===== src/rtl/sp_mash_pkg.sv =====
// SP-MASH 1-1-1 shared definitions: output width, default SP constant
// and the noise-cancellation sum used by the top level.
package sp_mash_pkg;

    localparam int Y_W      = 4;
    localparam int SP_A_DEF = 1;

    // y = c1 + (c2 - d(c2)) + (c3 - 2*d(c3) + d(d(c3)))
    // Evaluated modulo 2^Y_W; the true result is always in -3..+4,
    // so the wrapped two's-complement value is exact.
    function automatic logic signed [Y_W-1:0] cancel_sum(
        input logic c1,
        input logic c2,
        input logic dc2,
        input logic c3,
        input logic dc3,
        input logic ddc3
    );
        logic [Y_W-1:0] t;
        t = Y_W'(c1)
          + Y_W'(c2) - Y_W'(dc2)
          + Y_W'(c3) - (Y_W'(dc3) << 1) + Y_W'(ddc3);
        return $signed(t);
    endfunction

endpackage


===== src/rtl/sp_efm_stage.sv =====
// One error-feedback accumulator with SP carry feedback.
// Ports: clk, rst_n (async, active-high), in (addend), r_o (residue), c_o (carry).
module sp_efm_stage
    import sp_mash_pkg::*;
#(
    parameter int WIDTH = 9,
    parameter int SP_A  = SP_A_DEF
) (
    input  logic             clk,
    input  logic             rst_n,
    input  logic [WIDTH-1:0] in,
    output logic [WIDTH-1:0] r_o,
    output logic             c_o
);

    logic [WIDTH-1:0] r_res;
    logic             r_c;
    logic [WIDTH:0]   w_sum;

    // The previous carry re-injects SP_A, shrinking the modulus to 2^WIDTH-SP_A.
    assign w_sum = {1'b0, in}
                 + {1'b0, r_res}
                 + (r_c ? (WIDTH+1)'(SP_A) : '0);

    always_ff @(posedge clk or posedge rst_n) begin
        if (rst_n) begin
            r_res <= '0;
            r_c   <= 1'b0;
        end else begin
            r_res <= w_sum[WIDTH-1:0];
            r_c   <= w_sum[WIDTH];
        end
    end

    assign r_o = r_res;
    assign c_o = r_c;

endmodule


===== src/rtl/sp_mash_111.sv =====
// Third-order SP-MASH 1-1-1 delta-sigma modulator for fractional-N control.
// Ports: clk, rst_n (async, active-high), x_i (fraction), y_o (signed -3..+4), e_o (stage-3 residue).
module sp_mash_111
    import sp_mash_pkg::*;
#(
    parameter int WIDTH   = 9,
    parameter int OUT_REG = 1,
    parameter int SP_A    = SP_A_DEF
) (
    input  logic                  clk,
    input  logic                  rst_n,
    input  logic [WIDTH-1:0]      x_i,
    output logic signed [Y_W-1:0] y_o,
    output logic [WIDTH-1:0]      e_o
);

    logic [WIDTH-1:0]      w_r1;
    logic [WIDTH-1:0]      w_r2;
    logic [WIDTH-1:0]      w_r3;
    logic                  w_c1;
    logic                  w_c2;
    logic                  w_c3;
    logic signed [Y_W-1:0] w_y;

    logic r_dc2;
    logic r_dc3;
    logic r_ddc3;

    // Each stage consumes the registered residue of the stage before it.
    sp_efm_stage #(.WIDTH(WIDTH), .SP_A(SP_A)) u_efm1 (
        .clk   (clk),
        .rst_n (rst_n),
        .in    (x_i),
        .r_o   (w_r1),
        .c_o   (w_c1)
    );

    sp_efm_stage #(.WIDTH(WIDTH), .SP_A(SP_A)) u_efm2 (
        .clk   (clk),
        .rst_n (rst_n),
        .in    (w_r1),
        .r_o   (w_r2),
        .c_o   (w_c2)
    );

    sp_efm_stage #(.WIDTH(WIDTH), .SP_A(SP_A)) u_efm3 (
        .clk   (clk),
        .rst_n (rst_n),
        .in    (w_r2),
        .r_o   (w_r3),
        .c_o   (w_c3)
    );

    always_ff @(posedge clk or posedge rst_n) begin
        if (rst_n) begin
            r_dc2  <= 1'b0;
            r_dc3  <= 1'b0;
            r_ddc3 <= 1'b0;
        end else begin
            r_dc2  <= w_c2;
            r_dc3  <= w_c3;
            r_ddc3 <= r_dc3;
        end
    end

    assign w_y = cancel_sum(w_c1, w_c2, r_dc2, w_c3, r_dc3, r_ddc3);

    generate
        if (OUT_REG != 0) begin : g_oreg
            logic signed [Y_W-1:0] r_y;
            logic [WIDTH-1:0]      r_e;

            always_ff @(posedge clk or posedge rst_n) begin
                if (rst_n) begin
                    r_y <= '0;
                    r_e <= '0;
                end else begin
                    r_y <= w_y;
                    r_e <= w_r3;
                end
            end

            assign y_o = r_y;
            assign e_o = r_e;
        end else begin : g_comb
            assign y_o = w_y;
            assign e_o = w_r3;
        end
    endgenerate

endmodule


===== config.mk =====
export PLATFORM = sky130hd
export DESIGN_NAME = sp_mash_111
export DESIGN_NICKNAME = d
export VERILOG_FILES = /design/src/rtl/sp_mash_pkg.sv /design/src/rtl/sp_efm_stage.sv /design/src/rtl/sp_mash_111.sv
export SDC_FILE = /design/constraint.sdc
export NUM_CORES = 1
export LEC_CHECK = 0
export BUFFER_PORTS_ARGS = -buffer_cell sky130_fd_sc_hd__buf_2
export CAP_MARGIN = 20
export CORE_MARGIN = 2
export CORE_UTILIZATION = 50
export CTS_BUF_LIST = sky130_fd_sc_hd__clkbuf_4
export CTS_CLUSTER_SIZE = 30
export DETAILED_ROUTE_END_ITERATION = 8
export PLACE_DENSITY = 0.77
export SLEW_MARGIN = 20
export SYNTH_ARGS = -nofsm -noshare
export SYNTH_HDL_FRONTEND = slang
export SYNTH_SLANG_ARGS = --single-unit

===== constraint.sdc =====
create_clock -name clk -period 2 [get_ports clk]
set_input_delay 0.4 -clock clk [delete_from_list [all_inputs] [get_ports clk]]
set_output_delay 0.4 -clock clk [all_outputs]
set_load 0.03 [all_outputs]

== Yosys cells after proc, flatten, opt, wreduce, memory -nomap -nowiden ==
Index checks and enable logic that the tools add are counted.
Word-level totals
  register bits after elaboration: 46
  bits of input ports: 11
  word-level logic and storage cells: 25
Operators by class
  $add $sub $neg: 11
  mux-type cells: 3
Operator list (count)
  $add 10x10->10: 3
  $add 9x9->10: 3
  $add 3x2->4: 1
  $add 4x1->4: 1
  $sub 4x2->4: 1
  $mux 1: 3
  $sub 2x1->3: 1
  $add 1x1->2: 1

== Logic depth before layout (Yosys ltp) ==
  word-level depth: 5
  gate-level depth with buffers: 10

== Hierarchy ==
From an unflattened synthesis, not the netlist that was laid out.
Second synthesis, totals
  cell total of the unflattened synthesis: 219
  area, all modules: 2488.6 µm²
Modules (own cells, without submodules)
  sp_efm_stage at u_efm2 ...: times used 2, cells each 60, area each 629.4 µm², seq. area each 250.2 µm²
  sp_efm_stage at u_efm1: times used 1, cells each 62, area each 651.9 µm², seq. area each 250.2 µm²
  sp_mash_111: times used 1, cells each 37, area each 578.1 µm², seq. area each 400.4 µm²

== Least setup slack after synthesis ==
No wires, ideal clock.
  path kind: input to register
  start: input x_i[0]
  end: register u_efm1.r_res[8] (netlist: u_efm1.r_o[8])
  arrival time: 1.930 ns
  data required time: 1.872 ns
  slack: -0.058 ns
  stages on the path: 8
  path buffers: 0
  path through: inv_1 fa_1 fa_1 nor2b_4 o211ai_2 a21boi_1 o41ai_2 xnor2_1
Between the ends
  cells in the longest elaborated chain, start to end: 2
Ends and longest elaborated chain
  start: declaration: RTL line sp_mash_111.sv:12  | input logic [WIDTH-1:0] x_i,
  $add 9x9->10: RTL line sp_efm_stage.sv:22  | + {1'b0, r_res}
  $add 10x10->10: RTL line sp_efm_stage.sv:23  | + (r_c ? (WIDTH+1)'(SP_A) : '0);
  via u_efm1.w_sum[8]: RTL line sp_efm_stage.sv:18  | logic [WIDTH:0] w_sum;
  end signal: assignment: RTL line sp_efm_stage.sv:30  | r_res <= w_sum[WIDTH-1:0];
  end: declaration: RTL line sp_efm_stage.sv:16  | logic [WIDTH-1:0] r_res;
The timed path passes the listed nets, and every way through them passes these cells.

== Worst setup path in the final report ==
  start: register u_efm2.r_res[0] (netlist: u_efm2.r_o[0])
  end: register u_efm2.r_res[8] (netlist: u_efm2.r_o[8])
Between the ends
  cells in the longest elaborated chain, start to end: 2
Ends and longest elaborated chain (RTL line)
  start: declaration: sp_efm_stage.sv:16
  start signal: assignment: sp_efm_stage.sv:30
  $add 9x9->10: sp_efm_stage.sv:22
  $add 10x10->10: sp_efm_stage.sv:23
  via u_efm2.w_sum[8]: sp_efm_stage.sv:18
The timed path passes the listed nets, and every way through them passes these cells.

==> impl_metrics.toml <==
[status]
status = "complete, no violations"

[cells_and_area]
nets = 289
instances_no_fill = 308
n_antenna_cell = 0
fill_cells = 372
fin_area_mm2 = 0.00292
syn_to_final_growth_pct = 19.5
layout-drive-gt1-share_pct = 29.9

[timing]
fin_skew_ns = 0.0135
slew_headroom_pct = 78.0
final.min_clock_period_ns = 1.98
worstMarginPinSlew_ns = 0.326
rsz0062_at_grt = "true"
fin_hold_ws_ns = 0.0566
fin_ws_ns = 0.0232
fin_crit_sh_pct = 98.8
setup_viol = 0
maxSlewViolCount = 0
timing.fmax_mhz = 506
finalHoldViolations = 0

[clock_network]
clockBufferDepth = 2
cts_sinks = 46
cts_buffers = 5
tritoncts = "built"
cts-hold-fix-buffers = 0
cts_root_buf = "clkbuf_4"
clk_latency_ns = 0.35
path_clk_slew_ns = 0.13
htreeDepth = 2

[placed_design]
dpl_worst_slack_ns = -0.237
dp.cells = 298
dp_hpwl_mm = 2.97
globalplace.congestion = 0.876
io_buffer_count = 23
place_area_mm2 = 0.00269

[setup_path]
cp-endpoint = "u_efm2.r_o[8]"
cp_num_buf_inv = 1
r2r-end = "u_efm2.r_o[8]"
max_stage_delay_ns = 0.42
crit_required_ns = 2.25
crit_path_start = "u_efm2.r_o[0]"
cp.depth = 8
path_class = "reg -> reg"
crit_fanout = 2
end_kind = "flop"
arrival_ns = 2.23
r2r_slack_ns = 0.02
crit_top_cell = "fa_2"
rr_startpoint = "u_efm2.r_o[0]"
rr_worst_depth = 8
crit_family = "adder cells"
cp-start-kind = "flop"
slowest_stage = "dfrtp_1"
crit_chain = "inv_1 -> fa_2 -> fa_2 -> nor2b_4 -> o211ai_2 -> a21boi_2 -> o41ai_2 -> xnor2_1"

[global_routing]
grt_max_degree = 47
antenna_found_initial = 0
first_global_vias = 1541
gr-usage-met2_pct = 30.2
grt_pass1_wl_mm = 7.09
grt_use_total_pct = 17.4
grt_use_met1_pct = 22.0
grt_use_met3_pct = 3.29
busiest_layer = "met2"
overflow = 0

[detailed_routing]
drt_iter0_markers = 108
drt-total-wl_mm = 4.18
wire_per_inst_um = 13.6
vias = 1533
drcViolationCount = 0
dr.pass1.iters = 4
postRouteAntennaNets = 0
vias_per_cell = 4.98

[floorplan]
start_util_pct = 51.7
dieArea_mm2 = 0.00546
core_area_mm2 = 0.00472
fp.dieW_um = 73.9
num_io_pins = 24
chipHeight_um = 73.9
placementRows = 25

[synthesis]
syn_inst = 203
synth_top_area_share_pct = 47.2
synth_sequential_area_ratio_pct = 47.2
ys_types = 28
avgSynthCellArea_um2 = 12.0
synthesis.area_mm2 = 0.00244
yosys.area.top_type = "dfrtp_1"
synth_area_leaders = "dfrtp_1, ha_1, fa_1"
synth.net_count = 252
yosys_warnings = 0
synth_seq_cells = 46

[min_path]
hold_path.class = "in -> async"

[flow_run]
maxCapViolCount = 0
## state kept, by name, summed over array words and instances (netlist names)
| name | count |
|---|---|
| e_o | 9 |
| u_efm1.r_o | 9 |
| u_efm2.r_o | 9 |
| u_efm3.r_o | 9 |
| y_o | 4 |
| r_dc2 | 1 |
| r_dc3 | 1 |
| r_ddc3 | 1 |
| u_efm1.c_o | 1 |
| u_efm2.c_o | 1 |
| u_efm3.c_o | 1 |
## repair_timing
| item | 4_1_cts | 5_1_grt |
|---|---|---|
| pin swaps | 5 | 5 |
| buffers inserted | 1 | 1 |
| endpoints found under the setup margin | 8 | 7 |
| resized for setup | 17 | 11 |
## layout by cell type, fill, tap and decap left out, types with 6 or more instances in the layout
master   Yosys  layout
a21o_1       6       6
a21oi_1      9       7
buf_2        0      23
dfrtp_1     46      46
fa_2         0       7
ha_1        30      24
ha_4         0       6
inv_1       24      18
inv_2        0       6
nor2_1      14      14
o21ai_0      6       6
xnor2_1     17      16
## layer usage
| metal | part of all wire, % | wire length, um |
|---|---|---|
| met1 | 45 | 1870 |
| met2 | 51 | 2150 |
| met3 | 2.8 | 116 |
| met4 | 1.1 | 47 |
| met5 | 0 | 0 |
## how the worst min path moves through the flow
stage | start | end | slack, ns | cells after the start
6_report | rst_n | u_efm2.r_o[6] | 0.06 | 3
5_1_grt | rst_n | u_efm3.r_o[3] | 0.08 | 3
4_1_cts | rst_n | u_efm2.r_o[6] | 0.05 | 3
3_5_place_dp | u_efm2.c_o | r_dc2 | 0.37 | 0
3_3_place_gp | u_efm2.c_o | r_dc2 | 0.36 | 0
2_1_floorplan | u_efm2.c_o | r_dc2 | 0.35 | 0
## area by class of cell
type / instances / area, um2 / share of cell area, %
Clock buffer: 5 / 37.5 / 1.29
Clock inverter: 3 / 40.0 / 1.37
Inverter: 24 / 90.1 / 3.09
Multi-Input combinational cell: 133 / 1330 / 45.6
Sequential cell: 46 / 1150 / 39.5
Tap cell: 67 / 83.8 / 2.87
Timing Repair Buffer: 30 / 184 / 6.31
## per-stage QoR
| stage | TNS, ns | util, % |
|---|---|---|
| 2_1_floorplan | 0 | - |
| 4_1_cts | 0 | 60.4 |
| 6_report | 0 | 61.7 |
| 3_3_place_gp | -0.572 | 57.0 |
| 3_5_place_dp | -1.05 | 57.0 |
| 5_1_grt | -0.296 | 61.7 |
## worst register-to-register path, stage by stage (launching register included)
cell      delay [ns]
dfrtp_1         0.42
inv_1           0.07
fa_2            0.36
fa_2            0.38
nor2b_4         0.14
o211ai_2        0.09
a21boi_2        0.20
o41ai_2         0.09
xnor2_1         0.13
## kinds of logic (layout without fill, tap and decap cells)
group / Yosys count / in the layout / synth area share [%]
buffers and inverters: 24 / 62 / 3.69
DFF: 46 / 46 / 47.2
AOI/OAI and AO/OA: 42 / 42 / 12.8
and+or+nand+nor: 31 / 31 / 6.56
adders and majority gates: 38 / 38 / 21.9
xor gates and xnor gates: 22 / 22 / 7.89
## synth_stat cells, drive strengths merged
master and number:
a21oi 10, nand3 2, nand4 3, o2111ai 2, o21ai 6, xnor2 17, xor2 5, a211oi 3
nor2 14, fa 8, dfrtp 46, a31o 1, a21o 6, o211ai 2, nand2 4, a31oi 3
nor3 1, nor2b 5, o41ai 2, inv 24, o21bai 1, a21boi 2, ha 30, nand2b 2
o21a 4
Power is not shown: default switching activity piles up to over one toggle a cycle in this logic, so the estimate is an artifact.
